`config.mk`:
```
export PLATFORM = sky130hd
export DESIGN_NAME = fractal_sync_tx_mc
export DESIGN_NICKNAME = d
export VERILOG_FILES = /design/src/rtl/fractal_sync_tx_mc.sv
export SDC_FILE = /design/constraint.sdc
export NUM_CORES = 1
export LEC_CHECK = 0
export CAP_MARGIN = 30
export CORE_ASPECT_RATIO = 1.5
export CORE_MARGIN = 4
export CORE_UTILIZATION = 44
export CTS_CLUSTER_SIZE = 10
export DETAILED_ROUTE_END_ITERATION = 10
export PLACE_DENSITY_LB_ADDON = 0.25
export REMOVE_ABC_BUFFERS = 1
export SYNTH_ARGS = -nofsm -noshare
export SYNTH_HDL_FRONTEND = slang
export SYNTH_SLANG_ARGS = --single-unit
```
`constraint.sdc`:
```
create_clock -name clk_i -period 1.7 [get_ports clk_i]
set_clock_uncertainty 0.15 [all_clocks]
set_input_delay 0.34 -clock clk_i [delete_from_list [all_inputs] [get_ports clk_i]]
set_output_delay 0.34 -clock clk_i [all_outputs]
set_load 0.03 [all_outputs]
```
`src/rtl/fractal_sync_tx_mc.sv`:
```
// fractal_sync_tx_mc: multicasts one sync response per cycle into NUM_CH registered-head FIFOs; wake-to-valid 1 (COMB_IN=1) or 2 cycles.
// A full channel without a same-cycle pop drops the entry and flags overflow; define FRACTAL_SYNC_TX_MC_OVF_CNT_EN for per-channel drop counters.
module fractal_sync_tx_mc #(
  parameter int NUM_CH     = 2,
  parameter int DST_W      = 8,
  parameter int FIFO_DEPTH = 2,
  parameter int COMB_IN    = 0,
  localparam int ODST_W    = DST_W - NUM_CH,
  localparam int CNT_W     = $clog2(FIFO_DEPTH + 1)
) (
  input  logic                       clk_i,
  input  logic                       rst_ni,
  input  logic                       rsp_wake_i,
  input  logic [DST_W-1:0]           rsp_dst_i,
  input  logic                       rsp_error_i,
  output logic [NUM_CH-1:0]          rsp_valid_o,
  input  logic [NUM_CH-1:0]          rsp_ready_i,
  output logic [NUM_CH*ODST_W-1:0]   rsp_dst_o,
  output logic [NUM_CH-1:0]          rsp_error_o,
  output logic [NUM_CH*CNT_W-1:0]    fill_o,
  output logic [NUM_CH-1:0]          overflow_o,
  input  logic [NUM_CH-1:0]          overflow_clr_i,
  output logic [NUM_CH*8-1:0]        ovf_cnt_o,
  output logic                       unroutable_o
);

  localparam int PTR_W = (FIFO_DEPTH > 1) ? $clog2(FIFO_DEPTH) : 1;

  if (NUM_CH < 2) begin : g_err_num_ch
    $fatal(1, "fractal_sync_tx_mc: NUM_CH must be >= 2");
  end
  if (FIFO_DEPTH < 1) begin : g_err_depth
    $fatal(1, "fractal_sync_tx_mc: FIFO_DEPTH must be >= 1");
  end
  if (DST_W <= NUM_CH) begin : g_err_dst_w
    $fatal(1, "fractal_sync_tx_mc: DST_W must exceed NUM_CH");
  end

  // Explicit wrap so non-power-of-2 depths index only valid entries
  function automatic logic [PTR_W-1:0] ptr_inc(input logic [PTR_W-1:0] p);
    return (p == PTR_W'(FIFO_DEPTH - 1)) ? '0 : p + PTR_W'(1);
  endfunction

  logic             wake_s;
  logic [DST_W-1:0] dst_s;
  logic             error_s;

  if (COMB_IN != 0) begin : g_comb_in
    assign wake_s  = rsp_wake_i;
    assign dst_s   = rsp_dst_i;
    assign error_s = rsp_error_i;
  end else begin : g_reg_in
    logic             wake_q;
    logic [DST_W-1:0] dst_q;
    logic             error_q;

    always_ff @(posedge clk_i or negedge rst_ni) begin
      if (!rst_ni) begin
        wake_q  <= 1'b0;
        dst_q   <= '0;
        error_q <= 1'b0;
      end else begin
        wake_q  <= rsp_wake_i;
        dst_q   <= rsp_dst_i;
        error_q <= rsp_error_i;
      end
    end

    assign wake_s  = wake_q;
    assign dst_s   = dst_q;
    assign error_s = error_q;
  end

  logic [ODST_W-1:0] push_dst;
  logic [NUM_CH-1:0] drop;

  assign push_dst = dst_s[DST_W-1:NUM_CH];

  for (genvar i = 0; i < NUM_CH; i++) begin : g_ch
    logic [ODST_W-1:0] mem_dst [FIFO_DEPTH];
    logic              mem_err [FIFO_DEPTH];
    logic [PTR_W-1:0]  wr_ptr;
    logic [PTR_W-1:0]  rd_ptr;
    logic [CNT_W-1:0]  cnt;
    logic              push;
    logic              pop;
    logic              full;
    logic              wr_en;
    logic              ovf_q;

    assign push  = wake_s & dst_s[i];
    assign pop   = (cnt != '0) & rsp_ready_i[i];
    assign full  = (cnt == CNT_W'(FIFO_DEPTH));
    // A pop in the same cycle frees the slot, so a full channel still accepts
    assign wr_en = push & (~full | pop);
    assign drop[i] = push & full & ~pop;

    always_ff @(posedge clk_i or negedge rst_ni) begin
      if (!rst_ni) begin
        for (int k = 0; k < FIFO_DEPTH; k++) begin
          mem_dst[k] <= '0;
          mem_err[k] <= 1'b0;
        end
        wr_ptr <= '0;
        rd_ptr <= '0;
        cnt    <= '0;
      end else begin
        if (wr_en) begin
          mem_dst[wr_ptr] <= push_dst;
          mem_err[wr_ptr] <= error_s;
          wr_ptr          <= ptr_inc(wr_ptr);
        end
        if (pop) begin
          rd_ptr <= ptr_inc(rd_ptr);
        end
        if (wr_en && !pop) begin
          cnt <= cnt + CNT_W'(1);
        end else if (pop && !wr_en) begin
          cnt <= cnt - CNT_W'(1);
        end
      end
    end

    // Set has priority over clear so no overflow event is lost
    always_ff @(posedge clk_i or negedge rst_ni) begin
      if (!rst_ni) begin
        ovf_q <= 1'b0;
      end else if (drop[i]) begin
        ovf_q <= 1'b1;
      end else if (overflow_clr_i[i]) begin
        ovf_q <= 1'b0;
      end
    end

    assign rsp_valid_o[i]                  = (cnt != '0);
    assign rsp_dst_o[i*ODST_W +: ODST_W]   = mem_dst[rd_ptr];
    assign rsp_error_o[i]                  = mem_err[rd_ptr];
    assign fill_o[i*CNT_W +: CNT_W]        = cnt;
    assign overflow_o[i]                   = ovf_q;
  end

`ifdef FRACTAL_SYNC_TX_MC_OVF_CNT_EN
  for (genvar i = 0; i < NUM_CH; i++) begin : g_ovf_cnt
    logic [7:0] cnt_q;

    always_ff @(posedge clk_i or negedge rst_ni) begin
      if (!rst_ni) begin
        cnt_q <= '0;
      end else if (overflow_clr_i[i]) begin
        cnt_q <= drop[i] ? 8'd1 : 8'd0;
      end else if (drop[i] && (cnt_q != 8'hFF)) begin
        cnt_q <= cnt_q + 8'd1;
      end
    end

    assign ovf_cnt_o[i*8 +: 8] = cnt_q;
  end
`else
  assign ovf_cnt_o = '0;
`endif

  logic unroutable_q;

  always_ff @(posedge clk_i or negedge rst_ni) begin
    if (!rst_ni) begin
      unroutable_q <= 1'b0;
    end else if (wake_s && (dst_s[NUM_CH-1:0] == '0)) begin
      unroutable_q <= 1'b1;
    end
  end

  assign unroutable_o = unroutable_q;

endmodule
```
==> qor.yml, run 1 <==
run_status:
  status: "complete, but fails checks"
  violations: "setup timing"
critical_path:
  crit_family: "flip-flops"
  path_cells: "buf_4, mux2_4, buf_6"
  cp.buffers_inverters: 2
  critPathRequiredTime_ps: 1210
  critPathLaunchType: "flop"
  critPathMaxStageDelay_ps: 450
  criticalPathCategory: "reg2out"
  slowest_stage: "dfrtp_2"
  worst_setup_path_end_kind: "output port"
  critPathArrivalTime_ps: 1350
  worst-path-max-fanout: 6
detailed_routing:
  drc_errors: 0
  wl_um: 4080
  via_per_inst: 4.60
  ant_nets: 0
  num_vias: 1315
  wl_per_cell_um: 14.3
  drt-pass1-iter-count: 3
  drt_iter0_drc: 9
finish:
  layout.nets: 241
  final_layout_size_suffix_gt1_share_pct: 52.7
  antenna_cells: 0
  areaGrowthSynthToFinish_pct: 37.8
  final_cell_mix: "47 x dfrtp_1, 34 x mux2_2, 26 x buf_6"
  final_area_mm2: 0.00296
  mostFrequentLayoutCell: "dfrtp_1"
global_routing:
  grt_pass1_vias: 1404
  track_usage_pct: 14.3
  antenna_found_initial: 0
  overflow: 0
  grt_start_max_net_pins: 34
  grt_pass1_wl_um: 6620
sta:
  fin_ws_ps: -139
  fmax_mhz: 544
  rsz0062_at_grt: "true"
  post-route-period-util_pct: 108
  finalMaxSlewViolations: 0
  min_period_ps: 1840
  hold_viol: 0
  setup_viol: 14
pwr:
  cellPowerDensity_mw_per_mm2: 1980
  p_leak_nw: 1.36
  ir_worst_vdd_mv: 1.18
clocking:
  h-tree-depth: 2
  path_clk_slew_ps: 70
  clockBufferDepth: 2
  worst_skew_pair.late_latency_ps: 300
  cts_root_buffer: "clkbuf_8"
  cts.sink_count: 49
  cts_tree: "yes"
  cts_made_buffers: 5
floorplanning:
  die_x_um: 65.1
  io_pins: 55
  initial_core_util_pct: 46.6
  die-height_um: 93.6
  core-area_mm2: 0.00462
  num_rows: 30
  die-area_mm2: 0.00609
min_path:
  hold_class: "reg2reg"
logic_synthesis:
  synthSimpleGateAreaFrac_pct: 8.09
  ys_seq_area_share_pct: 57.0
  ys_ff_latch: 49
  yosysTopAreaCellShare_pct: 57.0
  muxShareOfSynthArea_pct: 22.0
  synth_area_leaders: "dfrtp_1 57%, mux2_2 22%, buf_4 6.3%, nor3b_4 3.5%, xor2_1 2.4%"
  synth_top_family_by_area: "multiplexers"
  yosysUniqueCellTypes: 17
  synth_xor_area_share_pct: 4.07
  synth_compound_area_share_pct: 0.466
  postSynthCellCount: 148
  synth_fa_ha_area_share_pct: 1.16
  syn_area_mm2: 0.00215
  avgSynthCellArea_um2: 14.5
  synth_largest_area_cell: "dfrtp_1"
  yosysWarnings: 0
placed_design:
  dp_slack_ps: -411
  gp_congestion: 0.695
  hpwl_um: 3030
  io_buffer_count: 38
  dpl-instance-area_mm2: 0.00268
flow_run:
  cap_violations: 0
## registers in the layout, indices dropped and copies added (netlist names)
signal,cells
g_ch.ovf_q,2
g_ch.cnt,4
g_ch.mem_err,4
error_s,1
g_reg_in.wake_q,1
unroutable_o,1
g_ch.wr_ptr,2
dst_s,8
g_ch.rd_ptr,2
g_ch.mem_dst,24
## power by group
group,internal [mW],switching (mW),total (mW)
combinational,1.80,1.50,3.30
clock,0.271,0.346,0.617
sequential,1.63,0.302,1.94
total,3.70,2.15,5.85
## final cells by class
type                    instances  area, um2
fillers                       380       1650
flip-flops and latches         49       1230
multi-input cells              92        872
repair buffers                 73        701
well taps                      64       80.1
clock buffers                   5       68.8
inverters                       2       7.51
clock inverters                 1       5.00
## per-stage QoR
step	hold WS (ps)	cells	total power [mW]	TNS [ps]	utilization, %
2_1_floorplan	-106	143	3.66	-526	-
3_3_place_gp	141	263	4.68	-11050	58.0
3_5_place_dp	150	263	4.78	-11980	58.0
4_1_cts	312	275	5.70	-1460	61.8
5_1_grt	304	286	6.19	-2320	64.2
6_report	323	286	5.85	-1460	64.2
## synth_stat cells, drive strengths merged
library cell	n
nand3	2
buf	18
nor3b	5
or2	3
o21ai	2
nor3	2
dfrtp	49
nand2	4
xor2	6
clkbuf	2
nor2	4
xnor2	4
ha	2
mux2	42
inv	2
conb	1
## logic make-up after synthesis
kind of cell | after synthesis
XOR/XNOR | 10
other | 1
AO/OA/AOI/OAI | 2
multiplexers | 42
flip-flops | 49
adder cells (fa/ha/maj) | 2
buffers and inverters | 22
AND/OR/NAND/NOR | 20
## per-layer routing
| metal | vias to the layer above | global-route usage [%] | routed length (um) |
|---|---|---|---|
| met5 | - | 0 | 0 |
| met4 | 0 | 4.15 | 50 |
| met3 | 7 | 4.93 | 238 |
| met2 | 39 | 25.8 | 2250 |
| met1 | 656 | 15.7 | 1540 |
| li1 | 613 | - | - |
## timing repair
action,4_1_cts,5_1_grt
gates resized for setup,107,19
setup buffers,5,13
hold endpoints to repair,16,0
setup endpoints to repair,35,44
hold buffers,1,0
pin swaps,5,11
## path summary, 6_finish.rpt
kind,startpoint,end,slack [ps],depth (start not counted)
worst max-delay path,g_ch[0].rd_ptr,rsp_dst_o[2],-140,3
worst min-delay path,unroutable_o,unroutable_o,320,1
worst max register to register,g_ch[0].cnt[1],g_ch[0].mem_dst[5],20,5
worst min register to register,unroutable_o,unroutable_o,320,1
max in group asynchronous,rst_ni,g_ch[1].rd_ptr,530,3
min in group asynchronous,rst_ni,g_ch[0].mem_dst[4],350,2
No activity file was read; power rests on OpenSTA's default activity.
==> run 2: changes to the inputs <==
--- a/config.mk
+++ b/config.mk
@@ -12,6 +12,7 @@
 export CTS_CLUSTER_SIZE = 10
 export DETAILED_ROUTE_END_ITERATION = 10
 export PLACE_DENSITY_LB_ADDON = 0.25
+export RECOVER_POWER = 25
 export REMOVE_ABC_BUFFERS = 1
 export SYNTH_ARGS = -nofsm -noshare
 export SYNTH_HDL_FRONTEND = slang
==> qor.yml, run 2 (synthesis results as in run 1) <==
run_status:
  status: "complete, but fails checks"
  violations: "setup timing"
pwr:
  p_leak_nw: 1.36
  ir_worst_vdd_mv: 1.18
  cellPowerDensity_mw_per_mm2: 1970
placed_design:
  gp_congestion: 0.695
  hpwl_um: 3030
  io_buffer_count: 38
  dp.cells: 263
sta:
  min_period_ps: 1840
  finalMaxSlewViolations: 0
  holdWs_ps: 323
  rsz0062_at_grt: "true"
  post-route-period-util_pct: 108
  setup_viol: 14
  fmax_mhz: 544
  hold_viol: 0
  fin_ws_ps: -139
critical_path:
  reg2reg_depth: 5
  slowest_stage: "dfrtp_2"
  critPathRequiredTime_ps: 1210
  cp.depth: 3
  critPathMaxStageDelay_ps: 450
  cp.buffers_inverters: 2
  worst_setup_path_end_kind: "output port"
  critPathArrivalTime_ps: 1350
  criticalPathCategory: "reg2out"
  path_cells: "buf_4, mux2_4, buf_6"
  worst-path-max-fanout: 6
  critPathLaunchType: "flop"
  crit_family: "flip-flops"
finish:
  mostFrequentLayoutCell: "dfrtp_1"
  final_cell_mix: "47 x dfrtp_1, 34 x mux2_2, 26 x buf_6"
  top_register: "g_ch.mem_dst"
  areaGrowthSynthToFinish_pct: 37.8
  antenna_cells: 0
  final_layout_size_suffix_gt1_share_pct: 52.7
  final_util_pct: 64.2
  finalNonFillerCells: 286
  layout.nets: 241
  largest_reg_flops: 24
floorplanning:
  die-area_mm2: 0.00609
  initial_core_util_pct: 46.6
  die-height_um: 93.6
  die_x_um: 65.1
  num_rows: 30
  core-area_mm2: 0.00462
  io_pins: 55
global_routing:
  track_usage_pct: 14.3
  overflow: 0
  grt_pass1_vias: 1404
  grt_pass1_wl_um: 6620
  antenna_found_initial: 0
  grt_start_max_net_pins: 34
clocking:
  clockBufferDepth: 2
  h-tree-depth: 2
  cts_made_buffers: 5
  cts_root_buffer: "clkbuf_8"
  path_clk_slew_ps: 70
  cts_tree: "yes"
  cts.sink_count: 49
  worst_skew_pair.late_latency_ps: 300
detailed_routing:
  via_per_inst: 4.60
  drt-pass1-iter-count: 3
  drt_iter0_drc: 9
  ant_nets: 0
  wl_um: 4080
  drc_errors: 0
  wl_per_cell_um: 14.2
  num_vias: 1315
min_path:
  min_path_cells: 1
  hold_class: "reg2reg"
flow_run:
  cap_violations: 0
==> run 2: power breakdown <==
group | internal, mW | switching (mW) | total, mW
Combinational | 1.79 | 1.50 | 3.30
Sequential | 1.63 | 0.302 | 1.94
Clock | 0.271 | 0.346 | 0.617
Total | 3.70 | 2.15 | 5.85
==> run 2: worst paths after layout <==
kind	start	endpoint	slack [ps]
max in group asynchronous	rst_ni	g_ch[1].rd_ptr	490
min in group asynchronous	rst_ni	g_ch[0].mem_dst[4]	360
setup / recovery	g_ch[0].rd_ptr	rsp_dst_o[2]	-140
hold reg to reg	unroutable_o	unroutable_o	320
setup reg to reg	g_ch[0].cnt[1]	g_ch[0].mem_dst[5]	20
hold / removal	unroutable_o	unroutable_o	320
==> run 2: timing repair <==
action,4_1_cts,5_1_grt
setup buffers,5,13
pin swaps,5,11
gates resized for setup,107,19
endpoints found under the hold margin,16,0
endpoints found under the setup margin,35,44
hold buffers,1,0
==> run 2: metrics by stage <==
stage                     setup slack, ps  TNS (ps)  total power, mW  instance area [um2]
after CTS                            -182     -1460             5.70                 2850
after global routing                 -177     -2320             6.19                 2960
final                                -139     -1460             5.85                 2960
after detailed placement             -411    -11980             4.78                 2680
after floorplan                      -178      -526             3.66                 2060
after global placement               -311    -11050             4.68                 2680
==> run 2: per-layer routing <==
| layer | global-route usage [%] | part of all wire [%] |
|---|---|---|
| met5 | 0 | 0 |
| met1 | 15.7 | 38 |
| met4 | 4.15 | 1.2 |
| met2 | 25.8 | 55 |
| met3 | 4.93 | 5.9 |
==> run 2: layout make-up <==
type	instances	area, um2
fill	380	1650
sequential	49	1230
multi-input combinational	92	872
timing repair buffer	73	701
tap	64	80.1
clock buffer	5	68.8
inverter	2	7.51
clock inverter	1	5.00
==> run 3: changes to the inputs <==
--- a/config.mk
+++ b/config.mk
@@ -5,6 +5,7 @@
 export SDC_FILE = /design/constraint.sdc
 export NUM_CORES = 1
 export LEC_CHECK = 0
+export ABC_CLOCK_PERIOD_IN_PS = 1700
 export CAP_MARGIN = 30
 export CORE_ASPECT_RATIO = 1.5
 export CORE_MARGIN = 4
==> results of run 3 <==
Final layout, timing and power as in run 2 (identical DEF).
==> RTL change 1: new RTL, flow settings as in run 2 <==
The parameter `COMB_IN` goes from 0 to 1.
--- a/src/rtl/fractal_sync_tx_mc.sv
+++ b/src/rtl/fractal_sync_tx_mc.sv
@@ -4,7 +4,7 @@
   parameter int NUM_CH     = 2,
   parameter int DST_W      = 8,
   parameter int FIFO_DEPTH = 2,
-  parameter int COMB_IN    = 0,
+  parameter int COMB_IN    = 1,
   localparam int ODST_W    = DST_W - NUM_CH,
   localparam int CNT_W     = $clog2(FIFO_DEPTH + 1)
 ) (
Behaviour: not the same (a bounded check fails within 4 cycles, from zero or initial values and one cycle with rst_ni low).
==> RTL change 1 against run 2 <==
  * The run still ends with setup timing left
  * Sequential cell count fell by 10
  * Worst hold slack got worse by 0.00063 ns
  * Final area fell by 2.1%
  * Global-route usage rose by 2.3 points
  * Synthesized area fell by 12%
  * Sequential power fell by 12%
  * Count of clock-buffer cells in the layout rose by 1
  * Maximum frequency fell by 0.50%
  * Sequential share of layout area fell by 7.7 points
  * Combinational power rose by 9.4%
  * Routed wire length rose by 5.9%
  * Die area fell by 10%
  * Setup slack got worse by 0.0093 ns
  * Total power rose by 6.5%
==> RTL change 1: results (changes against run 2) <==
metric;value;unit;change
status;finished with violations;;
violations;setup timing;;
taps;46;;-28%
wl;4.32;mm;+5.9%
cp-endpoint;rsp_dst_o[0];;
dp_hpwl;2.87;mm;-5.4%
synth_commonest_cells;42 x mux2_2, 39 x dfrtp_1, 18 x buf_4;;
p_leak;1.36;nW;about the same
drtPass1Iterations;4;;+1
clockBufferCount;6;;+1
syn_inst;138;;-6.8%
yosys-top-cells-area;dfrtp_1 51%, mux2_2 25%, buf_4 7.1%;;
clock_net_power;0.904;mW;+47%
reg2reg_depth;6;;+1
finalNonFillerCells;268;;-6.3%
synthMuxAreaShare;0.249;;+0.0290
cts_resized;129;;+21%
dpl_cell_area;2420;µm²;-9.7%
slowest_delay;0.48;ns;+0.03 ns
cts.sinks;39;;-20%
drive_gt1_frac;0.581;;+0.0541
setup_slack;-0.148;ns;-0.00933 ns
buf_share;0.269;;+0.0322
grt_start_max_net_pins;40;;+18%
cp_max_fo;5;;-1
placed_cells_incl_taps;237;;-9.9%
ys_seq_area_frac;0.514;;-0.0566
clockNetworkAreaShare;0.0457;;+0.0208
setup_violations;14;;unchanged
grt_pass1_wl;6.56;mm;-0.85%
grt.total_usage;0.166;;+0.0226
## RTL change 1: worst min path at each step
stage	from	end	slack, ns	cells after the start
after floorplan	rst_ni	g_ch[0].cnt[0]$_DFFE_PN0P_	-0.11	0
after global placement	rst_ni	g_ch[0].mem_dst[10]$_DFFE_PN0P_	0.26	2
after detailed placement	rst_ni	g_ch[0].mem_dst[10]$_DFFE_PN0P_	0.28	2
after CTS	unroutable_o$_DFFE_PN0P_	unroutable_o$_DFFE_PN0P_	0.32	1
after global routing	unroutable_o$_DFFE_PN0P_	unroutable_o$_DFFE_PN0P_	0.35	1
final	unroutable_o$_DFFE_PN0P_	unroutable_o$_DFFE_PN0P_	0.32	1
## RTL change 1: routing by layer
layer,vias up,part of all wire,GRT usage
met5,-,0,0
li1,604,-,-
met3,6,0.047,0.0409
met1,657,0.37,0.192
met4,0,0.017,0.0695
met2,33,0.57,0.284
## RTL change 1: critical path: cells and delay by family, from the launching register on
family,cells,cell delay (ns)
flip-flops,1,0.48
multiplexers,1,0.29
buffers and inverters,2,0.29
==> RTL change 2: new RTL, settings of run 2 <==
Made on the original files. Register the output `rsp_error_o`; this adds one clock of latency there. The other outputs are not delayed to match.
--- a/src/rtl/fractal_sync_tx_mc.sv
+++ b/src/rtl/fractal_sync_tx_mc.sv
@@ -25,6 +25,8 @@
 );
 
   localparam int PTR_W = (FIFO_DEPTH > 1) ? $clog2(FIFO_DEPTH) : 1;
+
+  logic [NUM_CH-1:0] rsp_error_d;
 
   if (NUM_CH < 2) begin : g_err_num_ch
     $fatal(1, "fractal_sync_tx_mc: NUM_CH must be >= 2");
@@ -134,7 +136,7 @@
 
     assign rsp_valid_o[i]                  = (cnt != '0);
     assign rsp_dst_o[i*ODST_W +: ODST_W]   = mem_dst[rd_ptr];
-    assign rsp_error_o[i]                  = mem_err[rd_ptr];
+    assign rsp_error_d[i]                  = mem_err[rd_ptr];
     assign fill_o[i*CNT_W +: CNT_W]        = cnt;
     assign overflow_o[i]                   = ovf_q;
   end
@@ -171,4 +173,8 @@
 
   assign unroutable_o = unroutable_q;
 
+  always_ff @(posedge clk_i) begin
+    rsp_error_o <= rsp_error_d;
+  end
+
 endmodule
Check against the original RTL: not equivalent (a bounded check fails within 4 cycles, from zero or initial values and one cycle with rst_ni low).
==> RTL change 2 against run 2 <==
  * Routed wire length is 6.3% higher
  * Sequential cell count increased by 2
  * Synthesized area up 1.7%
  * Final area rose by 1.6%
  * Largest power group unchanged
  * Total power increased by 3.5%
  * The run still ends with setup timing left
  * Combinational power down 6%
  * Setup slack improved by 0.042 ns
  * Critical endpoint is now rsp_dst_o[0]
  * Core utilization fell by 1.6 points
  * Non-clock buffer count shrank 8
==> RTL change 2: results (changes against run 2) <==
metric;value;unit;change
grt_pass1_wl;7.16;mm;+8.2%
dp_slack;-0.407;ns;+0.00375 ns
yosysWarningCount;0;;unchanged
cp.arrival;1.31;ns;-0.04 ns
synth_commonest_cells;49 x dfrtp_1, 42 x mux2_2, 18 x buf_4;;
syn_area_per_cell;14.6;µm²;+0.39%
setup_violations;14;;unchanged
first_iter_violations;26;;+17
synth_cell_types;18;;+1
ys_async_sr_fraction;0.961;;-0.0392
grtUsageMet1;0.163;;+0.00587
synth_compound_area_frac;0.00801;;+0.00335
synth-adder-area-share;0.0114;;-0.000200
grt_start_max_net_pins;50;;+47%
num_vias;1336;;+1.6%
cts_root_buffer;clkbuf_8;;
grt.total_usage;0.156;;+0.0127
yosys-top-cells-area;dfrtp_1 56%, mux2_2 22%, buf_4 6.2%;;
wl_per_cell;15.3;µm;+7.1%
switchingPower;2.16;mW;+0.34%
grt_util_met2;0.291;;+0.0329
cts_resized;111;;+3.7%
p_leak;1.38;nW;+1.1%
peakVddDrop;0.866;mV;-27%
cp_max_fo;8;;+2
violations;setup timing;;
drive_gt1_frac;0.500;;-0.0270
gr-usage-met3;0.0333;;-0.0159
nNetsFinal;235;;-2.5%
dpl_cell_area;2710;µm²;+1.0%
clk_pin_slew;0.09;ns;+0.02 ns
synth_xor_area_frac;0.0400;;-0.000699
ys_seq_area_frac;0.579;;+0.00852
cts_hold_buf;1;;unchanged
tns;-1.04;ns;+0.416 ns
dp_hpwl;3.13;mm;+3.4%
power_density;2010;nW/µm²;+1.9%
post_cts_buffers;7;;+2
drtPass1Iterations;3;;unchanged
setup_slack;-0.0972;ns;+0.0418 ns
status;finished with violations;;
placed_cells_incl_taps;268;;+1.9%
clock_net_power;0.858;mW;+39%
comb_power;3.11;mW;-6%
slowest_delay;0.52;ns;+0.07 ns
[RTL change 2: cell count changes after synthesis, sizes merged]
| cell | before | now |
|---|---|---|
| nor3b | 5 | 4 |
| a21o | 0 | 1 |
| nor2 | 4 | 5 |
| or2 | 3 | 2 |
| dfxtp | 0 | 2 |
[RTL change 2: worst paths after layout]
| path | start | to | slack, ns | cells after the start |
|---|---|---|---|---|
| max in group asynchronous | rst_ni | g_ch[0].rd_ptr$_DFFE_PN0P_ | 0.38 | 3 |
| worst max register to register | g_ch[0].cnt[0]$_DFFE_PN0P_ | g_ch[0].mem_err[0]$_DFFE_PN0P_ | 0 | 6 |
| worst max-delay path | g_ch[0].rd_ptr$_DFFE_PN0P_ | rsp_dst_o[0] | -0.1 | 2 |
| worst min register to register | unroutable_o$_DFFE_PN0P_ | unroutable_o$_DFFE_PN0P_ | 0.34 | 1 |
| min in group asynchronous | rst_ni | dst_s[3]$_DFF_PN0_ | 0.56 | 3 |
| worst min-delay path | unroutable_o$_DFFE_PN0P_ | unroutable_o$_DFFE_PN0P_ | 0.34 | 1 |
[RTL change 2: cell families (layout without fill, tap and decap cells)]
kind of cell | Yosys count | after routing
compound gates | 3 | 3
xor+xnor | 10 | 10
fa+ha+maj | 2 | 2
buf+inv | 22 | 75
flops | 51 | 51
mux | 42 | 42
other cells | 1 | 16
simple gates | 19 | 19
[RTL change 2: routing by layer]
layer	share of wire	vias to the layer above	wire length (µm)
li1	-	603	-
met1	0.35	699	1500
met2	0.61	28	2640
met3	0.028	6	121
met4	0.017	0	74
met5	0	-	0
[RTL change 2: final cells by class]
class                           count  area, µm²
Fill cell                         396       1800
Sequential cell                    51       1270
Multi-Input combinational cell     92        882
Timing Repair Buffer               65        652
Clock buffer                        6       82.6
Tap cell                           66       82.6
Clock inverter                      2       35.0
Inverter                            2       7.51
